==> config.mk <==
export PLATFORM = sky130hd
export DESIGN_NAME = cpu_host_seq
export DESIGN_NICKNAME = d
export VERILOG_FILES = /design/src/rtl/cpu_pkg.sv /design/src/rtl/phase_timer.sv /design/src/rtl/cpu_host_seq.sv
export SDC_FILE = /design/constraint.sdc
export NUM_CORES = 1
export LEC_CHECK = 0
export CAP_MARGIN = 10
export CORE_MARGIN = 3
export CORE_UTILIZATION = 63
export DETAILED_ROUTE_END_ITERATION = 16
export HOLD_SLACK_MARGIN = 0.12
export PLACE_DENSITY = 0.85
export SYNTH_ARGS = -nofsm -noshare
export SYNTH_HDL_FRONTEND = slang
export SYNTH_SLANG_ARGS = --single-unit
==> constraint.sdc <==
create_clock -name clk1 -period 4.5 [get_ports clk1]
set_clock_uncertainty 0.05 [all_clocks]
set_input_delay 0.9 -clock clk1 [delete_from_list [all_inputs] [get_ports clk1]]
set_output_delay 0.9 -clock clk1 [all_outputs]
set_load 0.1 [all_outputs]
==> src/rtl/cpu_pkg.sv <==
// Shared types and constants for the CPU host sequencer.
package cpu_pkg;

    typedef enum logic [2:0] {
        IDLE,
        ISSUE,
        WAIT_BUSY,
        WAIT_DONE,
        CAPTURE,
        DONE
    } state_t;

    localparam logic [6:0] NOP_CMD = 7'h00;

endpackage

==> src/rtl/phase_timer.sv <==
// Per-phase cycle counter; expired flags the TIMEOUT-th cycle spent in a phase.
module phase_timer #(
    parameter int unsigned TIMEOUT = 64
) (
    input  logic i_clk,
    input  logic i_rst_n,
    input  logic i_clear,
    input  logic i_enable,
    output logic o_expired
);

    localparam int unsigned CW = $clog2(TIMEOUT + 1);

    logic [CW-1:0] r_cnt;

    always_ff @(posedge i_clk) begin
        if (!i_rst_n) begin
            r_cnt <= '0;
        end else if (i_clear) begin
            r_cnt <= '0;
        end else if (i_enable && !o_expired) begin
            r_cnt <= r_cnt + 1'b1;
        end
    end

    assign o_expired = i_enable && (r_cnt == CW'(TIMEOUT - 1));

endmodule

==> src/rtl/cpu_host_seq.sv <==
// Sequencer that replays a small program of commands into a CPU and
// captures each {error, zero, result} response into a result buffer.
module cpu_host_seq
    import cpu_pkg::*;
#(
    parameter int unsigned WIDTH   = 8,
    parameter int unsigned DEPTH   = 8,
    parameter int unsigned TIMEOUT = 64
) (
    input  logic                       clk1,
    input  logic                       reset1,
    input  logic                       prog_we,
    input  logic [$clog2(DEPTH)-1:0]   prog_addr,
    input  logic [6:0]                 prog_cmd,
    input  logic [WIDTH-1:0]           prog_opa,
    input  logic [WIDTH-1:0]           prog_opb,
    input  logic [$clog2(DEPTH):0]     prog_len,
    input  logic                       start,
    input  logic                       stop_on_err,
    input  logic                       cpu_rdy,
    input  logic [2*WIDTH-1:0]         cpu_result,
    input  logic                       cpu_zero,
    input  logic                       cpu_error,
    output logic [6:0]                 cmd_out,
    output logic [WIDTH-1:0]           op_a,
    output logic [WIDTH-1:0]           op_b,
    output logic                       busy,
    output logic                       done,
    output logic                       timeout,
    output logic [$clog2(DEPTH):0]     res_count,
    input  logic [$clog2(DEPTH)-1:0]   res_addr,
    output logic [2*WIDTH+1:0]         res_data
);

    localparam int unsigned AW = $clog2(DEPTH);
    localparam int unsigned LW = AW + 1;

    state_t            r_state;
    state_t            w_next;
    logic [AW-1:0]     r_pc;
    logic [LW-1:0]     r_len;
    logic [LW-1:0]     r_res_count;
    logic              r_soe;
    logic              r_timeout;

    logic [6:0]        r_cmd_mem [DEPTH];
    logic [WIDTH-1:0]  r_opa_mem [DEPTH];
    logic [WIDTH-1:0]  r_opb_mem [DEPTH];
    logic [2*WIDTH+1:0] r_res_mem [DEPTH];

    logic              w_phase;
    logic              w_expired;
    logic              w_last;
    logic [LW-1:0]     w_len_sat;

    assign w_len_sat = (prog_len > LW'(DEPTH)) ? LW'(DEPTH) : prog_len;
    assign w_last    = ({1'b0, r_pc} == (r_len - 1'b1));
    assign w_phase   = (r_state == ISSUE) || (r_state == WAIT_BUSY) || (r_state == WAIT_DONE);

    // Any state change restarts the count, so each wait phase gets a fresh budget.
    phase_timer #(
        .TIMEOUT (TIMEOUT)
    ) u_timer (
        .i_clk     (clk1),
        .i_rst_n   (reset1),
        .i_clear   (w_next != r_state),
        .i_enable  (w_phase),
        .o_expired (w_expired)
    );

    always_ff @(posedge clk1) begin
        if (!reset1) begin
            r_state <= IDLE;
        end else begin
            r_state <= w_next;
        end
    end

    always_comb begin
        w_next = r_state;
        case (r_state)
            IDLE:      if (start) w_next = (prog_len == '0) ? DONE : ISSUE;
            ISSUE:     if (cpu_rdy) w_next = WAIT_BUSY;
                       else if (w_expired) w_next = DONE;
            WAIT_BUSY: if (!cpu_rdy) w_next = WAIT_DONE;
                       else if (w_expired) w_next = DONE;
            WAIT_DONE: if (cpu_rdy) w_next = CAPTURE;
                       else if (w_expired) w_next = DONE;
            CAPTURE:   w_next = (w_last || (r_soe && cpu_error)) ? DONE : ISSUE;
            DONE:      w_next = IDLE;
            default:   w_next = IDLE;
        endcase
    end

    always_ff @(posedge clk1) begin
        if (!reset1) begin
            r_pc        <= '0;
            r_len       <= '0;
            r_soe       <= 1'b0;
            r_timeout   <= 1'b0;
            r_res_count <= '0;
        end else begin
            if (r_state == IDLE && start) begin
                r_pc        <= '0;
                r_len       <= w_len_sat;
                r_soe       <= stop_on_err;
                r_timeout   <= 1'b0;
                r_res_count <= '0;
            end
            if (w_expired && w_next == DONE) begin
                r_timeout <= 1'b1;
            end
            if (r_state == CAPTURE) begin
                r_res_count <= r_res_count + 1'b1;
                if (w_next == ISSUE) begin
                    r_pc <= r_pc + 1'b1;
                end
            end
        end
    end

    always_ff @(posedge clk1) begin
        if (prog_we && r_state == IDLE) begin
            r_cmd_mem[prog_addr] <= prog_cmd;
            r_opa_mem[prog_addr] <= prog_opa;
            r_opb_mem[prog_addr] <= prog_opb;
        end
        if (r_state == CAPTURE) begin
            r_res_mem[r_pc] <= {cpu_error, cpu_zero, cpu_result};
        end
    end

    always_comb begin
        cmd_out = NOP_CMD;
        op_a    = '0;
        op_b    = '0;
        busy    = 1'b0;
        done    = 1'b0;
        case (r_state)
            ISSUE: begin
                busy = 1'b1;
                op_a = r_opa_mem[r_pc];
                op_b = r_opb_mem[r_pc];
                if (cpu_rdy) cmd_out = r_cmd_mem[r_pc];
            end
            WAIT_BUSY, WAIT_DONE, CAPTURE: begin
                busy = 1'b1;
                op_a = r_opa_mem[r_pc];
                op_b = r_opb_mem[r_pc];
            end
            DONE:    done = 1'b1;
            default: ;
        endcase
    end

    assign timeout   = r_timeout;
    assign res_count = r_res_count;
    assign res_data  = r_res_mem[res_addr];

endmodule
==> impl_metrics.csv, run 1 <==
group,metric,value,unit
yosys,synth_edf_count,328,
die,dieArea,23900,um^2
clock_network,cts_buffer_depth,3,
global_routing,grt_busiest_layer,"met2",
timing,fin_crit_sh,87.2,%
finish,fill_cells,1094,
finish,area_delta_synth_final,19.3,%
place,dp.cells,1160,
power_and_ir_drop,pwr_density_cell,426,nW/um^2
finish,fin_nets,983,
setup_path,crit_family,"buffers and inverters",
drt,viasPerCell,6.43,
setup_path,crit_chain,"clkinv_1 > nand2_1 > o22a_1 > o21ai_0 > a21oi_1 > buf_4",
yosys,synth_top_area_share,70.7,%
setup_path,cp.required,3550,ps
drt,drc,0,
clock_network,cts_resized,0,
global_routing,grt_max_degree,37,
yosys,synth_common_cells,"edfxtp_1, nor2_1, mux4_2, nand2_1, a21oi_1",
die,initial_core_util,65.2,%
drt,drt_iter0_drc,846,
setup_path,worstPathMaxFanout,26,
clock_network,htree_levels,2,
yosys,syn_avg_cell_area,17.5,um^2
setup_path,cp-start-kind,"register",
clock_network,cts_root_buf,"clkbuf_16",
yosys,synth_seq_cells,351,
yosys,ys_seq_area_share,74.0,%
setup_path,crit_type,"reg -> out",
global_routing,grt_use_met3,4.20,%
finish,multi_input_area,3420,um^2
global_routing,gr-usage-met2,43.2,%
timing,rsz0062_at_grt,"no",
clock_network,numCtsBuffers,35,
power_and_ir_drop,p_leak,5.36,nW
clock_network,cts_hold_buf,0,
drt,vias,7856,
die,die_x,155,um
setup_path,cpPeakStageDelay,700,ps
timing,slew_violations,0,
power_and_ir_drop,peakVddDrop,0.368,mV
hold_path,worstHoldPathType,"reg -> reg",
timing,fin_crit,3930,ps
global_routing,grt_overflow,0,
global_routing,use_met1,34.1,%
setup_path,endpoint_kind,"output pin",
timing,tns,0,ps
setup_path,crit_arrival,2980,ps
die,io_pins,105,
drt,ant_nets,0,
clock_network,cts_sinks,351,
timing,hold_viol,0,
timing,worst_slew_pin_slew,1050,ps
finish,drive_gt1_share,24.3,%
timing,relSlewSlack,30.1,%
finish,stdcell_count,1221,
yosys,yosys_most_used_dff,"edfxtp_1",
global_routing,track_usage,25.1,%
die,placementRows,53,
clock_network,cts_setup_buffers,0,
yosys,synthArstFlopShare,0,%
place,gp_congestion,0.792,
status,outcome,"completed",
drt,wire_per_inst,24.6,um
finish,post-route-util,77.8,%
timing,fmax,0.255,GHz
place,port_buffers,104,
clock_network,cts_tree,"yes",
yosys,syn_inst,795,
global_routing,grt_pass1_vias,8007,
setup_path,crit_buf_inv,2,
yosys,yosys_warnings,0,
finish,antennaDiodeCount,0,
die,fp.dieH,155,um
yosys,synth_nets,856,
clock_network,insertion_delay,490,ps
clock_network,path_clk_slew,60,ps
drt,wl,30000,um
yosys,yosys.area.top_type,"edfxtp_1",
place,hpwl,16900,um
global_routing,grt_pass1_wl,46100,um
drt,drtPass1Iterations,5,
finish,regArea,10300,um^2
die,core-area,21400,um^2
timing,report.final.setup_viol,0,
yosys,synth_area_leaders,"edfxtp_1, mux4_2, dfxtp_1",
global_routing,antenna_found_initial,2,
yosys,ys_types,62,
yosys,yosysMostFrequentCell,"edfxtp_1",
yosys,syn-cell-area,13900,um^2
job,drv_cap,0,
setup_path,cp_slowest_cell,"dfxtp_2",
-- placed cells by master, fill, tap and decap left out, types with 10 or more instances in the layout --
cell             netlist  routed
edfxtp_1             328     328
clkdlybuf4s50_1        0      61
buf_4                 10      49
mux4_2                44      44
nand2_1               40      40
nor2_1                45      37
a21oi_1               36      36
clkbuf_16              0      36
mux2_2                34      34
mux2i_1               25      25
buf_12                 0      21
dfxtp_1               23      20
o21ai_0               19      19
nor3_1                21      14
o22ai_1               11      11
o221ai_1              11      11
clkbuf_1               6      11
nand3_1               10      10
-- per-stage QoR --
stage	cell area [um^2]	setup WS, ps	hold slack [ps]	power [W]
4_1_cts	16600	633	394	0.00711
3_5_place_dp	15500	851	386	0.00431
2_1_floorplan	13900	306	369	0.00408
6_report	16600	575	390	0.00707
3_3_place_gp	15500	899	387	0.00430
5_1_grt	16600	469	421	0.00726
-- state kept, by name (all words and copies together), names as in the netlist --
name           count
r_soe              1
r_opb_mem         64
timeout            1
res_count          4
r_len              4
r_cmd_mem         56
r_opa_mem         64
u_timer.r_cnt      7
r_res_mem        144
r_state            3
r_pc               3
-- worst paths after layout --
check	slack [ps]	startpoint	end	cells after the start
max	570	r_pc[0]$_SDFF_PN0_	op_a[3]	6
min	390	u_timer.r_cnt[6]$_SDFFE_PP0P_	u_timer.r_cnt[6]$_SDFFE_PP0P_	2
max reg2reg	1980	r_pc[1]$_SDFF_PN0_	r_res_mem[6][17]$_DFFE_PP_	3
min reg2reg	390	u_timer.r_cnt[6]$_SDFFE_PP0P_	u_timer.r_cnt[6]$_SDFFE_PP0P_	2
-- layer usage --
metal  up-vias  wire length [um]
met3        61              2630
met5         -                27
met4         4               616
met2       428             15400
met1      3926             11400
li1       3437                 -
-- power by group --
part | switching [W] | internal (W)
Sequential | 0.0000199 | 0.00361
Combinational | 0.000418 | 0.000203
Clock | 0.00118 | 0.00165
-- tightest hold or removal path: stages, from the launching register on --
cell,delay (ps)
dfxtp_1,310
o31ai_1,60
nor2_1,40
-- layout make-up --
| cell class | count | share of cell area, % |
|---|---|---|
| clock buffer | 47 | 5.67 |
| clock inverter | 14 | 0.949 |
| inverter | 9 | 0.203 |
| multi-input combinational | 393 | 20.6 |
| sequential | 351 | 62.1 |
| tap | 275 | 2.07 |
| timing repair buffer | 132 | 8.45 |
-- logic make-up after synthesis --
family	share of synthesized area [%]
AOI/OAI and AO/OA	5.85
xor gates and xnor gates	0.763
DFF	74.0
adders and majority gates	0.440
and+or+nand+nor	5.35
buffers and inverters	1.92
muxes	11.7
Power figures use the tool's default switching activity.
==> run 2, diff against run 1 <==
- ABC_AREA: not set -> 0
- CORE_UTILIZATION: 63 -> 65
- CTS_BUF_LIST: not set -> sky130_fd_sc_hd__clkbuf_4
- CTS_CLUSTER_SIZE: not set -> 40
- PLACE_DENSITY: 0.85 -> 0.87
==> run 2 against run 1 <==
Against the previous run: hold slack improved by 21 ps; clock power down 8.8%; final cell count grew 6.8%; global-route usage rose by 0.91 points; first-iteration DRC count decreased by 2.7%; routed wire length fell by 0.18%; clock-buffer cell count increased by 66; critical path depth grew 1; via count grew 4.8%; largest power group unchanged; highest routed layer is now met4.
==> impl_metrics.csv, run 2 (same netlist as run 1, synthesis figures left out) <==
group,metric,value,unit
finish,reg_top3,"r_res_mem (144), r_opa_mem (64), r_opb_mem (64)",
power_and_ir_drop,p_sw,0.00167,W
timing,fin_crit,4290,ps
clock_network,path_clk_slew,70,ps
die,placementRows,52,
drt,drt_iter0_drc,823,
timing,tns,0,ps
drt,ant_nets,0,
setup_path,cp_slowest_cell,"dfxtp_2",
hold_path,worstHoldPathType,"reg -> reg",
setup_path,cp-start-kind,"register",
timing,hold_viol,0,
drt,drc,0,
drt,viasPerCell,6.32,
clock_network,cts_buffer_depth,3,
setup_path,cpPeakStageDelay,1040,ps
setup_path,worstPathMaxFanout,46,
global_routing,grt_pass1_vias,8628,
global_routing,grt_max_degree,47,
power_and_ir_drop,power_frac_seq,53.1,%
clock_network,cts_hold_buf,0,
die,core-area,20600,um^2
finish,fill_cells,1010,
clock_network,cts_resized,0,
setup_path,cp.required,3550,ps
finish,regMostFlops,"r_res_mem",
power_and_ir_drop,intPower,0.00516,W
drt,drtPass1Iterations,7,
setup_path,endpoint_kind,"output pin",
place,port_buffers,104,
die,die_x,152,um
timing,whs,411,ps
timing,slew_violations,0,
clock_network,insertion_delay,680,ps
finish,design_area,16500,um^2
setup_path,crit_family,"flip-flops",
power_and_ir_drop,power_frac_clock,37.8,%
global_routing,track_usage,26.1,%
timing,relSlewSlack,28.1,%
die,initial_core_util,67.5,%
power_and_ir_drop,swShare,24.4,%
drt,wire_per_inst,23.0,um
finish,area_delta_synth_final,18.8,%
setup_path,crit_buf_inv,2,
clock_network,cts_tree,"yes",
timing,worst_slew_pin_slew,1080,ps
power_and_ir_drop,p_total,0.00683,W
setup_path,crit_arrival,3340,ps
drt,wl,30000,um
finish,drive_gt1_share,29.2,%
timing,fin_crit_sh,95.4,%
timing,fmax,0.233,GHz
finish,fin_nets,1030,
setup_path,crit_type,"reg -> out",
power_and_ir_drop,p_leak,5.43,nW
global_routing,grt_overflow,0,
place,place_area,15500,um^2
global_routing,antenna_found_initial,1,
power_and_ir_drop,pwr_density_cell,413,nW/um^2
timing,report.final.setup_viol,0,
setup_path,crit_chain,"buf_4 > nor2b_1 > nand2_1 > o21ai_0 > o21ai_0 > a21oi_1 > buf_4",
die,dieArea,23200,um^2
finish,largest_reg_flops,144,
timing,rsz0062_at_grt,"no",
power_and_ir_drop,combPwrFrac,9.1,%
finish,final_common_cell,"edfxtp_1",
place,gp_congestion,0.802,
clock_network,htree_levels,3,
place,hpwl,17600,um
global_routing,grt_pass1_wl,47200,um
finish,layout_common_cells,"edfxtp_1, clkbuf_4, clkdlybuf4s50_1",
status,outcome,"completed",
die,io_pins,105,
clock_network,cts_setup_buffers,0,
clock_network,cts_root_buf,"clkbuf_4",
job,drv_cap,0,
drt,vias,8235,
power_and_ir_drop,peakVddDrop,0.315,mV
die,fp.dieH,152,um
clock_network,cts_sinks,351,
clock_network,numCtsBuffers,85,
run 2: worst paths after layout:
kind | startpoint | to | slack [ps] | depth (start not counted)
setup / recovery | r_pc[1]$_SDFF_PN0_ | cmd_out[4] | 210 | 7
hold / removal | u_timer.r_cnt[6]$_SDFFE_PP0P_ | u_timer.r_cnt[6]$_SDFFE_PP0P_ | 410 | 2
setup reg to reg | r_pc[1]$_SDFF_PN0_ | r_res_mem[1][11]$_DFFE_PP_ | 1680 | 3
hold reg to reg | u_timer.r_cnt[6]$_SDFFE_PP0P_ | u_timer.r_cnt[6]$_SDFFE_PP0P_ | 410 | 2
run 2: final cells by class:
| cell class | count | area (um^2) | area share (%) |
|---|---|---|---|
| diodes | 1 | 2.50 | 0.0151 |
| clock buffers | 113 | 848 | 5.13 |
| clock inverters | 38 | 233 | 1.41 |
| inverters | 9 | 33.8 | 0.204 |
| multi-input cells | 393 | 3420 | 20.7 |
| flip-flops and latches | 351 | 10300 | 62.3 |
| well taps | 270 | 338 | 2.04 |
| repair buffers | 129 | 1360 | 8.20 |
run 2: power groups by stage:
stage	Clock (W)	Combinational [W]	Sequential, W
global placement	0	0.000600	0.00369
global route	0.00282	0.000643	0.00363
CTS	0.00264	0.000619	0.00363
floorplan	0	0.000392	0.00369
detailed placement	0	0.000617	0.00370
finish	0.00258	0.000618	0.00363
run 2: worst min-delay path, cell delays in order, from the launching register on:
cell and delay, ps:
dfxtp_1 310, o31ai_1 70, nor2_1 40
run 2: through the flow:
stage	utilization [%]	worst slack, ps	instances
floorplan	-	306	795
finish	80.2	206	1304
global route	80.2	17.8	1304
CTS	80.2	194	1303
global placement	75.0	896	1152
detailed placement	75.0	856	1152
run 2: per-layer routing:
layer	track usage, %	up-vias	part of all wire (%)
li1	-	3594	-
met2	43.5	462	52
met5	0	-	0
met4	10.3	0	2.3
met3	5.48	63	7.7
met1	34.1	4116	38
